## config.mk

```make
export PLATFORM = sky130hd
export DESIGN_NAME = fc_serializer_flat
export DESIGN_NICKNAME = d
export VERILOG_FILES = /design/src/rtl/fc_serializer_if.sv /design/src/rtl/fc_serializer.sv /design/src/flat_wrapper.sv
export SDC_FILE = /design/constraint.sdc
export NUM_CORES = 1
export LEC_CHECK = 0
export BUFFER_PORTS_ARGS = -buffer_cell sky130_fd_sc_hd__clkbuf_2
export CORE_AREA = 8 8 70 72
export DETAILED_ROUTE_END_ITERATION = 10
export DIE_AREA = 0 0 78 80
export PLACE_DENSITY_LB_ADDON = 0.12
export SLEW_MARGIN = 40
export SYNTH_ARGS = -nofsm -noshare
export SYNTH_HDL_FRONTEND = slang
export SYNTH_SLANG_ARGS = --single-unit
```

## constraint.sdc

```tcl
create_clock -name clk_i -period 1.25 [get_ports clk_i]
set_input_delay 0.0625 -clock clk_i [delete_from_list [all_inputs] [get_ports clk_i]]
set_output_delay 0.0625 -clock clk_i [all_outputs]
set_load 0.02 [all_outputs]
```

## src/rtl/fc_serializer_if.sv

```systemverilog
// Vector-in / word-out bus of fc_serializer: upstream valid/ready vector side plus
// the writer half of the downstream FIFO (data/wen/full).
interface fc_serializer_if #(
    parameter int WORD_SIZE    = 16,
    parameter int LAYER_HEIGHT = 2
);
    logic                                   valid_i;
    logic                                   ready_o;
    logic [LAYER_HEIGHT-1:0][WORD_SIZE-1:0] data_i;
    logic [WORD_SIZE-1:0]                   data_o;
    logic                                   wen_o;
    logic                                   full_i;
    logic                                   busy_o;

    // slave: the serializer itself; master: upstream producer plus downstream FIFO
    modport slave  (input  valid_i, data_i, full_i,
                    output ready_o, data_o, wen_o, busy_o);
    modport master (output valid_i, data_i, full_i,
                    input  ready_o, data_o, wen_o, busy_o);
endinterface

```

## src/rtl/fc_serializer.sv

```systemverilog
// Captures one LAYER_HEIGHT-word vector and writes it word-by-word into a FIFO.
// Optional macro FC_SERIALIZER_RELU_EN clamps negative words to zero at capture.
module fc_serializer #(
    parameter int WORD_SIZE    = 16,
    parameter int LAYER_HEIGHT = 2
) (
    input logic            clk_i,
    input logic            reset_n_i,
    fc_serializer_if.slave bus
);
    localparam int IDX_W = (LAYER_HEIGHT > 1) ? $clog2(LAYER_HEIGHT) : 1;
    localparam logic [IDX_W-1:0] LAST_IDX = IDX_W'(LAYER_HEIGHT - 1);

    typedef enum logic {eIDLE, eSEND} state_e;

    state_e                                 ps_q, ns_d;
    logic [LAYER_HEIGHT-1:0][WORD_SIZE-1:0] buf_q, buf_d;
    logic [IDX_W-1:0]                       idx_q, idx_d;
    logic                                   ready, wen, busy, load;
    logic [WORD_SIZE-1:0]                   dout;

    function automatic logic [WORD_SIZE-1:0] capture_word(input logic [WORD_SIZE-1:0] w);
`ifdef FC_SERIALIZER_RELU_EN
        return w[WORD_SIZE-1] ? '0 : w;
`else
        return w;
`endif
    endfunction

    always_comb begin
        ns_d  = ps_q;
        buf_d = buf_q;
        idx_d = idx_q;
        ready = 1'b0;
        wen   = 1'b0;
        busy  = 1'b0;
        load  = 1'b0;
        dout  = '0;
        case (ps_q)
            eIDLE: begin
                ready = 1'b1;
                if (bus.valid_i) begin
                    load = 1'b1;
                    ns_d = eSEND;
                end
            end
            eSEND: begin
                busy = 1'b1;
                dout = buf_q[idx_q];
                wen  = !bus.full_i;
                if (wen) begin
                    if (idx_q == LAST_IDX) begin
                        // last word leaves this cycle, so a new vector may land in buf now
                        ready = 1'b1;
                        if (bus.valid_i) load = 1'b1;
                        else             ns_d = eIDLE;
                    end else begin
                        idx_d = idx_q + IDX_W'(1);
                    end
                end
            end
            default: ns_d = eIDLE;
        endcase
        if (load) begin
            idx_d = '0;
            for (int i = 0; i < LAYER_HEIGHT; i++) buf_d[i] = capture_word(bus.data_i[i]);
        end
    end

    always_ff @(posedge clk_i or negedge reset_n_i) begin
        if (!reset_n_i) begin
            ps_q  <= eIDLE;
            idx_q <= '0;
            buf_q <= '0;
        end else begin
            ps_q  <= ns_d;
            idx_q <= idx_d;
            buf_q <= buf_d;
        end
    end

    assign bus.ready_o = ready;
    assign bus.wen_o   = wen;
    assign bus.busy_o  = busy;
    assign bus.data_o  = dout;
endmodule
```

## src/flat_wrapper.sv

```systemverilog
// flat-port wrapper written by rule: the top's interface ports become plain ports
module fc_serializer_flat 
#(
    parameter int WORD_SIZE    = 16,
    parameter int LAYER_HEIGHT = 2
)
  (clk_i, reset_n_i, bus_valid_i, bus_data_i, bus_full_i, bus_ready_o, bus_data_o, bus_wen_o, bus_busy_o);
  fc_serializer_if #(.WORD_SIZE(WORD_SIZE), .LAYER_HEIGHT(LAYER_HEIGHT)) bus_i ();
  input logic clk_i;
  input logic reset_n_i;
  input wire logic [$bits(bus_i.valid_i)-1:0] bus_valid_i;
  input wire logic [$bits(bus_i.data_i)-1:0] bus_data_i;
  input wire logic [$bits(bus_i.full_i)-1:0] bus_full_i;
  output wire logic [$bits(bus_i.ready_o)-1:0] bus_ready_o;
  output wire logic [$bits(bus_i.data_o)-1:0] bus_data_o;
  output wire logic [$bits(bus_i.wen_o)-1:0] bus_wen_o;
  output wire logic [$bits(bus_i.busy_o)-1:0] bus_busy_o;
  assign bus_i.valid_i = bus_valid_i;
  assign bus_i.data_i = bus_data_i;
  assign bus_i.full_i = bus_full_i;
  assign bus_ready_o = bus_i.ready_o;
  assign bus_data_o = bus_i.data_o;
  assign bus_wen_o = bus_i.wen_o;
  assign bus_busy_o = bus_i.busy_o;
  fc_serializer #(.WORD_SIZE(WORD_SIZE), .LAYER_HEIGHT(LAYER_HEIGHT)) u_core (.clk_i(clk_i), .reset_n_i(reset_n_i), .bus(bus_i));
endmodule
```

-- After elaboration in Yosys (flattened, before gate mapping)
Cells that the tools add are included.
- order comparisons: 1
- reductions and logical operators: 3
- mux-type cells: 19
- bitwise operators: 1
- add/sub/neg operators: 1
- equal/unequal tests: 1
- operators by type and width (kind ; count):
    $mux 16 ; 3
    $mux 1 ; 13
    $pmux 1 s2 ; 3
    $lt 1x2->1 const B ; 1
    $ne 2x1->1 const B ; 1
    $reduce_and 2->1 ; 1
    $reduce_bool 2->1 ; 1
    $add 1x1->1 const B ; 1
    $logic_not 1->1 ; 1
    $not 1->1 ; 1
- register bits after elaboration: 34
- output and inout bits: 19
- word-level logic and storage cells: 30
- bits of input ports: 36

-- Depth between registers and ports, before layout
- depth in word-level cells: 6
- depth in mapped cells: 5
- mapped depth without buffers: 3

-- Least setup slack after synthesis
No wires, ideal clock.
- path type: register -> register
- from: reg u_core.ps_q
- to: reg u_core.idx_q
- arrival time: 1331 ps
- period minus slack after synthesis: 1413 ps
- stages on the path, launching flop included: 5
- data required time: 1168 ps
- buffers on the path: 1
- setup time: 82 ps
- path slack: -163 ps
- cells stage by stage: dfrtp_1 clkbuf_1 nor2b_1 nor2_1 a31oi_1
- cells in the longest elaborated chain, start to end: 4
- elaborated cells between the ends (all ways): 6
- those cells by class: eq/ne (1); mux (2); bitwise (1); reduce/logical (2)
- ends and longest elaborated chain (what ; RTL line ; source):
    start, declared ; fc_serializer.sv:16 ; state_e ps_q, ns_d;
    start signal, assigned ; fc_serializer.sv:72 ; ps_q <= eIDLE;
    start signal, assigned ; fc_serializer.sv:76 ; ps_q <= ns_d;
    $not 1->1 ; fc_serializer.sv:39 ; case (ps_q)
    $pmux 1 s2 ; fc_serializer.sv:39 ;
    $ne 2x1->1 (no line) or $reduce_bool 2->1 (tied branches) ; - ;
    $reduce_and 2->1 (no line) ; - ;
    end signal, assigned ; fc_serializer.sv:77 ; idx_q <= idx_d;
    end, declared ; fc_serializer.sv:18 ; logic [IDX_W-1:0] idx_q, idx_d;
Several ways; a longest one is shown, not always the timed one.
A chain may end at the register's enable or synchronous reset.

-- Final worst setup path
- from: reg u_core.idx_q
- to: reg u_core.buf_q[13] (netlist bit)
- cells in the longest elaborated chain, start to end: 3
- ends and longest elaborated chain (what ; RTL line ; source):
    $mux 1 ; fc_serializer.sv:52 ; if (idx_q == LAST_IDX) begin
    $mux 1 ; fc_serializer.sv:51 ; if (wen) begin
    $pmux 1 s2 ; fc_serializer.sv:39 ;
    end signal, assigned ; fc_serializer.sv:78 ; buf_q <= buf_d;
    end, declared ; fc_serializer.sv:17 ; logic [LAYER_HEIGHT-1:0][WORD_SIZE-1:0] buf_q, buf_d;
No other way between the ends.

==> impl_results.md <==
- Status: complete, but fails checks
- Failing checks: setup timing
- Xor-xnor portion of the synthesized cell area: 0
- CP max stage cell: dfrtp_1
- Worst Setup End Kind: flip-flop
- Final setup viols: 51
- Lkg Pwr: 1.18 nW
- Min Tclk post-route: about 1500 ps
- Netlist Area Pre-Place: roughly 1600 µm²
- Fraction of layout cells with a size suffix above 1: 0.697
- DIE AREA: ~6200 µm²
- #FFs+latches synth: 34
- Final ANT Viol Nets: 0
- Iteration-0 DRC Markers: 45
- Multiplexer area fraction after synthesis: 0.327
- Vias after detailed routing: 1146
- Tot Pwr: 4.59 mW
- Worst rel slew slack: 0.684
- Post-route DRC violation count: 0
- Multi-input logic area: about 760 µm²
- Pre-antenna DRT Iters: 4
- VDD IR-drop max: approximately 0.80 mV
- Main combinational cell family by area after synthesis: multiplexers
- Root buf cell: clkbuf_8
- Synth Area per Inst: ~14 µm²
- CP arrival: roughly 1600 ps
- Endpoints failing hold: 0
- Worst EP required: around 1400 ps
- Vias per Instance: 4.82
- Critical path launch point type: flip-flop
- Clk_lat worst skew: around 270 ps
- Gr ovfl total: 0
- H-tree depth: 2
- Min-delay worst type: in2reg
- Complex-gate fraction of the synthesized area: 0.0157
- CP max stage delay: between 300 and 400 ps
- Post-synthesis cell count: 113
- Crit Path Max Fanout: 7
- Final worst slack: -213 ps
- Io pins: 55
- Largest net degree at the start of global routing: 19
- Core area: slightly below 4000 µm²
- Max-cap violations: 0
- Max frequency: between 0.6 and 0.7 GHz
- Sink Count: 34
- Distinct cells, synth: 13
- # rows: 23
- Post-Route WL: ~4000 µm
- Synth Area in Adders: 0
- Setup Skew: 2.03 ps
- Post-synthesis sequential area ratio: 0.535
- Clk slew on worst S/H paths: 60 ps
- Syn. warnings: 0
- Starting Density: 0.413
- Clock Path Buffers: 2
- Crit path cell chain: buf_4, nand2b_4, a21boi_4, buf_12, clkbuf_16, mux2_2
- Crit path buf inv count: 3
- Power per Cell Area: about 1900 nW/µm²
- Final net count: between 200 and 250
- RSZ-0062 raised after global routing: yes
- GP Congestion: ~0.70
- I/O Buffers: 54
- Vert. Die Dim: approximately 80 µm
- P&R area growth vs syn: 55.1%
- CTS tree: done
- Setup TNS: -8470 ps
- Max-slew violations: 0
- First-pass GRT wire length: between 6000 and 7000 µm
- Period utilization: 1.17
- Critical path's top delay family: buffers and inverters
- Diodes inserted: 0
- DR WL/cell: about 17 µm
- Slew @ Worst Pin: roughly 470 ps
- Die X: between 70 and 80 µm
- Global-route usage over all layers: 0.128
- FF+latch area: around 850 µm²
- WS Path Type: reg2reg
- Number of antenna violations at the first check in global routing: 0
- Vias in the first global route: 1269
- Filler cells: 305
- Simple-gate share of the synthesized area: 0.0865
- CTS buffer count: 5
- Post-Syn Nets: ~150
[metrics by stage]
step / hold WS, ps / instances / worst slack, ps / util / instance area [µm²]
5_1_grt: 4.29 / 238 / -246 / 0.640 / 2470
4_1_cts: 7.26 / 234 / -205 / 0.607 / 2340
6_report: 17.6 / 238 / -213 / 0.640 / 2470
3_5_place_dp: 39.4 / 218 / -56.9 / 0.523 / 2020
3_3_place_gp: 21.3 / 218 / -32.5 / 0.523 / 2020
2_1_floorplan: -233 / 113 / -99.3 / - / 1630
[report_power, final]
group / switching (mW) / internal [mW]
sequential: 0.202 / 1.44
clock: 0.344 / 0.383
combinational: 0.919 / 1.30
[sequential cells by signal, summed over array words and instances (netlist names)]
signal / flops
u_core.idx_q: 1
u_core.buf_q: 32
u_core.ps_q: 1
[cell type report]
class | instances | area share
Clock buffer | 7 | 0.0309
Multi-Input combinational cell | 72 | 0.306
Sequential cell | 34 | 0.345
Tap cell | 50 | 0.0253
Timing Repair Buffer | 75 | 0.292
[timing repair]
item	in CTS	in global routing
cloned	2	2
hold buffers	1	0
hold endpoints to repair	16	0
resized for setup	34	27
buffers inserted	6	3
setup endpoints to repair	50	49
[cells in the mapped netlist]
library cell | count | area share
dfrtp_1 | 34 | 0.53
mux2_2 | 32 | 0.23
nor2b_1 | 17 | 0.067
mux2i_1 | 16 | 0.10
buf_6 | 4 | 0.028
clkbuf_1 | 2 | 0.0047
nand2_1 | 2 | 0.0047
a21boi_4 | 1 | 0.012
a31oi_1 | 1 | 0.0039
buf_2 | 1 | 0.0031
nand2b_1 | 1 | 0.0039
nand2b_4 | 1 | 0.0086
nor2_1 | 1 | 0.0024
[routing by layer]
metal	GRT usage	part of all wire
met1	0.143	0.41
met2	0.216	0.52
met3	0.0541	0.062
met4	0.0426	0.012
met5	0	0
[worst register-to-register path, cell delays in order (launching register included)]
cell       delay, ps
dfrtp_1          360
buf_4            130
nand2b_4          60
a21boi_4         180
buf_12           150
clkbuf_16        150
mux2_2           330
[cell usage in the layout, fill, tap and decap left out, drive strengths merged]
master and instances:
a21boi 1, nand2 2, mux2i 16, a31oi 1, buf 29, nor2b 17
nor2 1, dfrtp 34, nand2b 2, mux2 32, clkbuf 52, dlygate4sd3 1
[cells by family (layout without fill, tap and decap cells)]
| kind of cell | after synthesis | after routing |
|---|---|---|
| mux | 48 | 48 |
| flops | 34 | 34 |
| simple gates | 22 | 22 |
| buf+inv | 7 | 82 |
| compound gates | 2 | 2 |
[final timing paths]
kind	from	end	slack, ps	depth (start not counted)
max	u_core.idx_q$_DFFE_PN0P_	u_core.buf_q[13]$_DFFE_PN0P_	-210	6
min	bus_data_i[1]	u_core.buf_q[1]$_DFFE_PN0P_	20	2
max reg2reg	u_core.idx_q$_DFFE_PN0P_	u_core.buf_q[13]$_DFFE_PN0P_	-210	6
min reg2reg	u_core.buf_q[11]$_DFFE_PN0P_	u_core.buf_q[11]$_DFFE_PN0P_	510	1
max in group asynchronous	reset_n_i	u_core.buf_q[26]$_DFFE_PN0P_	520	3
min in group asynchronous	reset_n_i	u_core.buf_q[17]$_DFFE_PN0P_	270	2
Note: power is estimated with default switching activity, not from simulation.
